**config.mk**
```make
export PLATFORM = sky130hd
export DESIGN_NAME = uart_tx_arbiter
export DESIGN_NICKNAME = d
export VERILOG_FILES = /design/src/rtl/uart_pkg.sv /design/src/rtl/uart_tx_arbiter_rr_picker.sv /design/src/rtl/uart_tx_arbiter.sv
export SDC_FILE = /design/constraint.sdc
export NUM_CORES = 1
export LEC_CHECK = 0
export ABC_AREA = 1
export CORE_UTILIZATION = 47
export DETAILED_ROUTE_END_ITERATION = 10
export GPL_TIMING_DRIVEN = 0
export MAX_ROUTING_LAYER = met4
export PLACE_DENSITY = 0.86
export SLEW_MARGIN = 10
export SYNTH_ARGS = -nofsm -noshare
export SYNTH_HDL_FRONTEND = slang
export SYNTH_SLANG_ARGS = --single-unit
```
**constraint.sdc**
```tcl
create_clock -name clk -period 2.1 [get_ports clk]
set_input_delay 0.21 -clock clk [delete_from_list [all_inputs] [get_ports clk]]
set_output_delay 0.21 -clock clk [all_outputs]
set_load 0.02 [all_outputs]
```
**src/rtl/uart_pkg.sv**
```systemverilog
// Shared types and constants for the UART transmit arbiter.
package uart_pkg;

  typedef enum logic [2:0] {
    S_IDLE,
    S_LOAD,
    S_START,
    S_WAIT,
    S_DONE
  } arb_state_t;

  localparam int LEN_MIN        = 5;
  localparam int LEN_MAX        = 8;
  localparam int DEF_START_HOLD = 16;
  localparam int DEF_TIMEOUT    = 4096;

  // Counter width able to hold the larger of two terminal counts without wrapping.
  function automatic int cnt_width(input int a, input int b);
    return $clog2(((a > b) ? a : b) + 1);
  endfunction

endpackage

```
**src/rtl/uart_tx_arbiter_rr_picker.sv**
```systemverilog
// Combinational round-robin picker: first requester after last_grant wins.
module rr_picker #(
  parameter  int NREQ = 4,
  localparam int IW   = $clog2(NREQ)
) (
  input  logic [NREQ-1:0] req,
  input  logic [IW-1:0]   last_grant,
  output logic            valid,
  output logic [IW-1:0]   winner
);

  // Walk the ring from farthest to nearest so the nearest hit is the last write.
  always_comb begin
    valid  = 1'b0;
    winner = '0;
    for (int k = NREQ; k >= 1; k--) begin
      if (req[(int'(last_grant) + k) % NREQ]) begin
        valid  = 1'b1;
        winner = IW'((int'(last_grant) + k) % NREQ);
      end
    end
  end

endmodule

```
**src/rtl/uart_tx_arbiter.sv**
```systemverilog
// Arbitrates NREQ frame requesters onto one UART transmitter, with
// start-strobe stretching, length screening and a completion timeout.
module uart_tx_arbiter
  import uart_pkg::*;
#(
  parameter int NREQ       = 4,
  parameter int START_HOLD = DEF_START_HOLD,
  parameter int TIMEOUT    = DEF_TIMEOUT
) (
  input  logic              clk,
  input  logic              rst,
  input  logic [NREQ-1:0]   req,
  input  logic [8*NREQ-1:0] req_data,
  input  logic [4*NREQ-1:0] req_len,
  input  logic [NREQ-1:0]   req_par_en,
  input  logic [NREQ-1:0]   req_par_type,
  input  logic [NREQ-1:0]   req_stop2,
  output logic [NREQ-1:0]   ack,
  output logic [NREQ-1:0]   err,
  output logic              busy,
  output logic              tx_start,
  output logic [7:0]        tx_data,
  output logic [3:0]        length,
  output logic              parity_en,
  output logic              parity_type,
  output logic              stop2,
  input  logic              tx_done,
  input  logic              tx_err
);

  localparam int IW = $clog2(NREQ);
  localparam int CW = cnt_width(START_HOLD, TIMEOUT);

  arb_state_t      state, state_n;
  logic [CW-1:0]   cnt, cnt_n;
  logic [IW-1:0]   winner, last_grant, pick;
  logic            pick_vld;
  logic            flag, flag_n;
  logic [3:0]      sel_len;
  logic            len_ok;

  rr_picker #(.NREQ(NREQ)) u_pick (
    .req        (req),
    .last_grant (last_grant),
    .valid      (pick_vld),
    .winner     (pick)
  );

  assign sel_len = req_len[4*int'(winner) +: 4];
  assign len_ok  = (sel_len >= 4'(LEN_MIN)) && (sel_len <= 4'(LEN_MAX));

  // cnt is shared by START (hold length) and WAIT (timeout); it restarts at 0
  // on every state change because cnt_n defaults to zero.
  always_comb begin
    state_n = state;
    cnt_n   = '0;
    flag_n  = flag;
    unique case (state)
      S_IDLE: if (pick_vld) state_n = S_LOAD;
      S_LOAD: begin
        if (len_ok) begin
          state_n = S_START;
          flag_n  = 1'b0;
        end else begin
          state_n = S_DONE;
          flag_n  = 1'b1;
        end
      end
      S_START: begin
        if (cnt == CW'(START_HOLD - 1)) state_n = S_WAIT;
        else                            cnt_n   = cnt + CW'(1);
      end
      S_WAIT: begin
        if (tx_done) begin
          state_n = S_DONE;
          flag_n  = tx_err;
        end else if (cnt == CW'(TIMEOUT - 1)) begin
          state_n = S_DONE;
          flag_n  = 1'b1;
        end else begin
          cnt_n = cnt + CW'(1);
        end
      end
      S_DONE:  state_n = S_IDLE;
      default: state_n = S_IDLE;
    endcase
  end

  always_ff @(posedge clk) begin
    if (rst) begin
      state       <= S_IDLE;
      cnt         <= '0;
      flag        <= 1'b0;
      winner      <= '0;
      last_grant  <= IW'(NREQ - 1);
      tx_data     <= '0;
      length      <= '0;
      parity_en   <= 1'b0;
      parity_type <= 1'b0;
      stop2       <= 1'b0;
    end else begin
      state <= state_n;
      cnt   <= cnt_n;
      flag  <= flag_n;
      if (state == S_IDLE && pick_vld) winner <= pick;
      if (state == S_LOAD) begin
        tx_data     <= req_data[8*int'(winner) +: 8];
        length      <= sel_len;
        parity_en   <= req_par_en[winner];
        parity_type <= req_par_type[winner];
        stop2       <= req_stop2[winner];
      end
      if (state == S_DONE) last_grant <= winner;
    end
  end

  assign busy     = (state != S_IDLE);
  assign tx_start = (state == S_START);
  assign ack      = (state == S_DONE)         ? (NREQ'(1) << winner) : '0;
  assign err      = (state == S_DONE && flag) ? (NREQ'(1) << winner) : '0;

endmodule

```
==> run_results.csv, run 1 <==
group,metric,value,unit
pwr,p_sw_share,44.9,%
worst_hold_path,min_path_type,"register to register",
clocking,cts-hold-fix-buffers,0,
critical_path,reg2reg_slack,0.42,ns
synth,yosysSeqAreaShare,30.4,%
clocking,cts_tree,"built",
critical_path,cp-start-kind,"register",
critical_path,worst-r2r-cell-count,9,
detailed_routing,dr.pass1.iters,4,
synth,async_flop_share,0,%
pwr,powerDensity,1080,nW/um^2
placement,gp_congestion,0.909,
timing,worst_clock_skew,0.00797,ns
critical_path,crit_fanout,10,
cells_and_area,areaGrowthSynthToFinish,46.6,%
critical_path,startpoint,"winner[0]",
placement,io_buffers,92,
pwr,p_leak,1.55,nW
critical_path,timing.rr.end,"state[1]",
clocking,path_clk_slew,0.07,ns
worst_hold_path,hold_depth,1,
pwr,combPwrFrac,60.0,%
detailed_routing,routed_wl,7060,um
clocking,cts_root_buffer,"clkbuf_8",
detailed_routing,wl_per_cell,13.1,um
pwr,seqPwrFrac,26.5,%
die,row_count,25,
timing,tightestPinTransition,0.462,ns
timing,hold_viol_final,0,
die,initial_core_util,49.5,%
die,die-area,5330,sq um
pwr,finalPower,3.75,mW
pwr,p_int,2.07,mW
detailed_routing,drtAntennaViolNets,0,
cells_and_area,fill_cells,391,
timing,min_period,1.97,ns
global_route,antenna_found_initial,0,
critical_path,arrival,1.76,ns
timing,finalSetupViolCount,0,
global_route,grt_max_degree,12,
worst_hold_path,min_from,"cnt[0]",
die,die_x,73.0,um
cells_and_area,insertedDiodeCount,0,
critical_path,endpoint_kind,"output port",
cells_and_area,finalNetCount,541,
global_route,grt_pass1_wl,11500,um
synth,synth_flop_cell,"dfxtp_1",
clocking,htreeDepth,2,
synth,avgSynthCellArea,6.35,sq um
clocking,clk-insertion-delay-late,0.28,ns
timing,max_freq,0.508,GHz
worst_hold_path,hold_path_end,"cnt[0]",
run,cap_violations,0,
synth,synth_top_area_share,30.4,%
die,io_pins,93,
detailed_routing,vias_per_cell,5.15,
timing,timing.hold.ws,0.463,ns
pwr,ir_drop,0.653,mV
synth,yosysMostFrequentCell,"nand2_1",
synth,ys_top_cells_by_area,"dfxtp_1, nand2_1, nor2_1",
global_route,globalRouteTotalUtil,28.1,%
synth,post_synth_instance_area,2370,sq um
die,die_y,73.0,um
detailed_routing,drtIter0Drc,121,
critical_path,reg2reg_from,"cnt[0]",
pwr,p_sw,1.69,mW
synth,synth_common_cells,"nand2_1, nor2_1, dfxtp_1, a21oi_1, inv_1",
placement,hpwl,5550,um
synth,synth_top_area_cell,"dfxtp_1",
die,core,4790,sq um
timing,slew_violations,0,
outcome,status,"completed",
clocking,cts_buffers,5,
cells_and_area,drive_gt1_share,10.4,%
global_route,grt-ovfl-total,0,
synth,synth.distinct_cells,31,
clocking,clock-sinks,36,
timing,rsz0062_at_grt,"no",
synth,netlist_instances,373,
synth,syn_nets,442,
synth,synth_edf_count,0,
critical_path,cp.required,1.89,ns
detailed_routing,vias,2782,
detailed_routing,drc,0,
global_route,grt_pass1_vias,2506,
timing,timing.slew.headroom,69.2,%
critical_path,critPathKind,"register to output port",
synth,ys_warn_count,0,
synth,synth-seq-cells,36,
pwr,p_clk_share,13.5,%
clocking,ctsLongestPathBuffers,2,
timing,fin_crit_sh,93.8,%
## worst max-delay path, stage by stage, from the launching register on
cell and delay (ns):
dfxtp_2 0.38, inv_2 0.11, buf_6 0.17, nor2_2 0.14
buf_4 0.21, inv_1 0.07, nor2_1 0.12, clkdlybuf4s15_2 0.28
## power groups by stage
stage               Combinational [mW]  Clock [mW]  Sequential (mW)
finish                            2.25       0.506            0.993
global route                      2.48       0.556             1.01
CTS                               2.24       0.514            0.991
detailed placement                2.21           0            0.999
global placement                  2.17           0            0.995
floorplan                         1.30           0             1.13
## cells by family (layout without fill, tap and decap cells)
kind of cell | Yosys count | count (layout) | share of synthesized area [%]
adder cells (fa/ha/maj) | 1 | 1 | 0.528
XOR/XNOR | 8 | 8 | 2.96
buffers and inverters | 46 | 146 | 10.4
flip-flops | 36 | 36 | 30.4
AO/OA/AOI/OAI | 60 | 60 | 14.8
AND/OR/NAND/NOR | 222 | 222 | 40.9
## per-stage QoR
step	setup TNS (ns)	cell area [sq um]	util (%)	std cells	setup WS (ns)
2_1_floorplan	0	2370	-	373	0.593
3_3_place_gp	-0.193	3370	70.5	532	-0.0959
3_5_place_dp	-0.224	3370	70.5	532	-0.0906
4_1_cts	0	3470	72.6	540	0.0340
5_1_grt	0	3470	72.6	540	0.0630
6_report	0	3470	72.6	540	0.131
## area by class of cell
type | instances | area [sq um] | share of cell area [%]
Multi-Input combinational cell | 291 | 1410 | 40.6
Timing Repair Buffer | 92 | 910 | 26.2
Sequential cell | 36 | 722 | 20.8
Buffer | 17 | 145 | 4.18
Inverter | 29 | 109 | 3.13
Clock buffer | 7 | 86.3 | 2.49
Tap cell | 67 | 83.8 | 2.41
Clock inverter | 1 | 7.51 | 0.216
## per-layer routing
metal,part of all wire [%],global-route usage (%)
met1,45,35.2
met2,49,47.6
met3,5.5,3.87
met4,0.48,6.75
met5,0,-
## timing repair
| action | in CTS | in global routing |
|---|---|---|
| buffers inserted | 0 | 0 |
| resized for setup | 16 | 3 |
| endpoints found under the setup margin | 8 | 2 |
## worst max path at each step
stage,end
2_1_floorplan,ack[1]
3_3_place_gp,err[0]
6_report,ack[1]
4_1_cts,err[1]
5_1_grt,ack[1]
3_5_place_dp,err[0]
## state kept, by name (all words and copies together), names as in the netlist
| register | cells |
|---|---|
| stop2 | 1 |
| tx_data | 8 |
| flag | 1 |
| winner | 2 |
| length | 4 |
| parity_type | 1 |
| state | 3 |
| parity_en | 1 |
| cnt | 13 |
| last_grant | 2 |
## placed cells by master (no fill, tap or decap), types with 2 or more instances in the layout
cell type / n
a221oi_1: 11
clkbuf_1: 5
o211ai_1: 4
clkbuf_8: 6
a21oi_1: 28
clkdlybuf4s50_1: 84
nor2_4: 2
o21ai_0: 16
buf_4: 4
nor2_2: 8
inv_1: 25
nand3b_1: 3
xnor2_1: 4
inv_2: 3
xor2_1: 4
nand2_1: 133
nand3_2: 7
nand2_2: 4
nor2_1: 41
nand4_1: 2
nand3_1: 15
buf_6: 6
dfxtp_1: 35
dlygate4sd2_1: 6
nor3_1: 3
Note: power is estimated with default switching activity, not from simulation.
==> run 2: changes to the inputs <==
Settings changed: PLACE_DENSITY 0.86 to 0.85.
==> run_results.csv, run 2 (synthesized netlist as in run 1, its figures left out) <==
group,metric,value,unit
outcome,status,"completed",
detailed_routing,routed_wl,7350,um
placement,dp.cells,532,
global_route,globalRouteTotalUtil,28.9,%
critical_path,crit_chain,"buf_6, buf_12, buf_4, nand2_1, nor2_1, dlygate4sd2_1",
clocking,cts_setup_buffers,0,
die,initial_core_util,49.5,%
cells_and_area,areaGrowthSynthToFinish,46.9,%
placement,hpwl,5650,um
cells_and_area,insertedDiodeCount,0,
die,core,4790,sq um
cells_and_area,regMostFlops,"cnt",
timing,finalSetupViolCount,0,
die,row_count,25,
global_route,antenna_found_initial,0,
clocking,cts_buffers,5,
global_route,grt_pass1_vias,2538,
global_route,grt_pass1_wl,11600,um
critical_path,slowest_stage,"dfxtp_2",
cells_and_area,fill_cells,414,
placement,place_ws,-0.117,ns
pwr,powerDensity,1110,nW/um^2
clocking,cts_root_buffer,"clkbuf_8",
cells_and_area,final_cell_mix,"nand2_1, clkdlybuf4s50_1, nor2_1",
critical_path,cp.required,1.89,ns
cells_and_area,final_area,3480,sq um
clocking,ctsLongestPathBuffers,2,
cells_and_area,largestRegisters,"cnt: 13 flops, tx_data: 8 flops, length: 4 flops",
global_route,grt-ovfl-total,0,
global_route,grt_max_degree,12,
critical_path,critical_path.top_delay_family,"buffers and inverters",
clocking,cts_tree,"built",
clocking,clk-insertion-delay-late,0.29,ns
detailed_routing,vias_per_cell,5.09,
timing,min_period,1.95,ns
worst_hold_path,min_path_type,"register to register",
worst_hold_path,hold_path_end,"cnt[0]",
cells_and_area,drive_gt1_share,10.1,%
cells_and_area,utilization,72.7,%
die,die_x,73.0,um
pwr,ir_drop,1.07,mV
detailed_routing,vias,2750,
cells_and_area,largest_reg_flops,13,
critical_path,max_stage_delay,0.38,ns
timing,max_freq,0.514,GHz
die,die-area,5330,sq um
critical_path,cp-start-kind,"register",
critical_path,arrival,1.74,ns
run,cap_violations,0,
clocking,htreeDepth,2,
detailed_routing,dr.pass1.iters,5,
critical_path,crit_fanout,10,
timing,setup_tns,0,ns
critical_path,timing.rr.end,"state[1]",
pwr,finalPower,3.87,mW
cells_and_area,final_common_cell,"nand2_1",
timing,rsz0062_at_grt,"no",
cells_and_area,fin_cells,540,
detailed_routing,drtIter0Drc,146,
timing,layout_setup_ws,0.154,ns
detailed_routing,wl_per_cell,13.6,um
placement,io_buffers,92,
cells_and_area,finalNetCount,541,
critical_path,critPathKind,"register to output port",
critical_path,reg2reg_slack,0.42,ns
die,die_y,73.0,um
die,io_pins,93,
timing,worst_clock_skew,0.00840,ns
timing,slew_violations,0,
critical_path,reg2reg_from,"cnt[0]",
critical_path,path_buf_inv,4,
timing,timing.hold.ws,0.459,ns
timing,timing.slew.headroom,68.8,%
worst_hold_path,hold_depth,1,
detailed_routing,drc,0,
critical_path,worst-r2r-cell-count,9,
clocking,clock-sinks,36,
worst_hold_path,min_from,"cnt[0]",
timing,hold_viol_final,0,
clocking,path_clk_slew,0.07,ns
detailed_routing,drtAntennaViolNets,0,
timing,tightestPinTransition,0.467,ns
placement,gp_congestion,0.911,
placement,place_area,3370,sq um
critical_path,endpoint_kind,"output port",
pwr,p_leak,1.56,nW
timing,fin_crit_sh,92.7,%
-- run 2: timing repair --
action,4_1_cts,5_1_grt
resized for setup,13,5
endpoints found under the setup margin,8,2
hold buffers,0,0
-- run 2: cell type report --
cell class,instances,area (sq um),share of cell area (%)
Tap cell,67,83.8,2.41
Inverter,29,109,3.13
Clock buffer,6,72.6,2.09
Sequential cell,36,722,20.8
Clock inverter,2,35.0,1.01
Multi-Input combinational cell,291,1410,40.5
Timing Repair Buffer,92,903,26.0
Buffer,17,145,4.17
-- run 2: how the worst max path moves through the flow --
stage | from | end | slack [ns] | cells past startpoint
4_1_cts | winner[0] | err[1] | -0.03 | 7
2_1_floorplan | winner[0] | ack[1] | 0.59 | 6
3_3_place_gp | winner[1] | ack[0] | -0.1 | 6
5_1_grt | winner[1] | err[0] | 0.06 | 6
6_report | winner[0] | err[3] | 0.15 | 6
3_5_place_dp | winner[1] | ack[0] | -0.12 | 6
-- run 2: report_power, final --
| part | internal [mW] | switching (mW) | leakage [nW] |
|---|---|---|---|
| combinational | 0.929 | 1.35 | 1.21 |
| sequential | 0.870 | 0.116 | 0.295 |
| clock | 0.352 | 0.249 | 0.0552 |
-- run 2: worst reg2reg max path: stages (launching register included) --
cell,delay (ns)
dfxtp_1,0.37
ha_1,0.20
nand3_1,0.18
nor3_2,0.21
nand2_1,0.12
nand3_2,0.08
nand2_2,0.09
nand2_2,0.13
buf_6,0.16
nand2_1,0.05
-- run 2: layer usage --
| layer | vias up | share of wire (%) | track usage [%] |
|---|---|---|---|
| met5 | - | 0 | - |
| met4 | 0 | 1.8 | 8.71 |
| met3 | 12 | 5.3 | 5.39 |
| met2 | 86 | 50 | 50.7 |
| met1 | 1239 | 43 | 33.3 |
| li1 | 1413 | - | - |
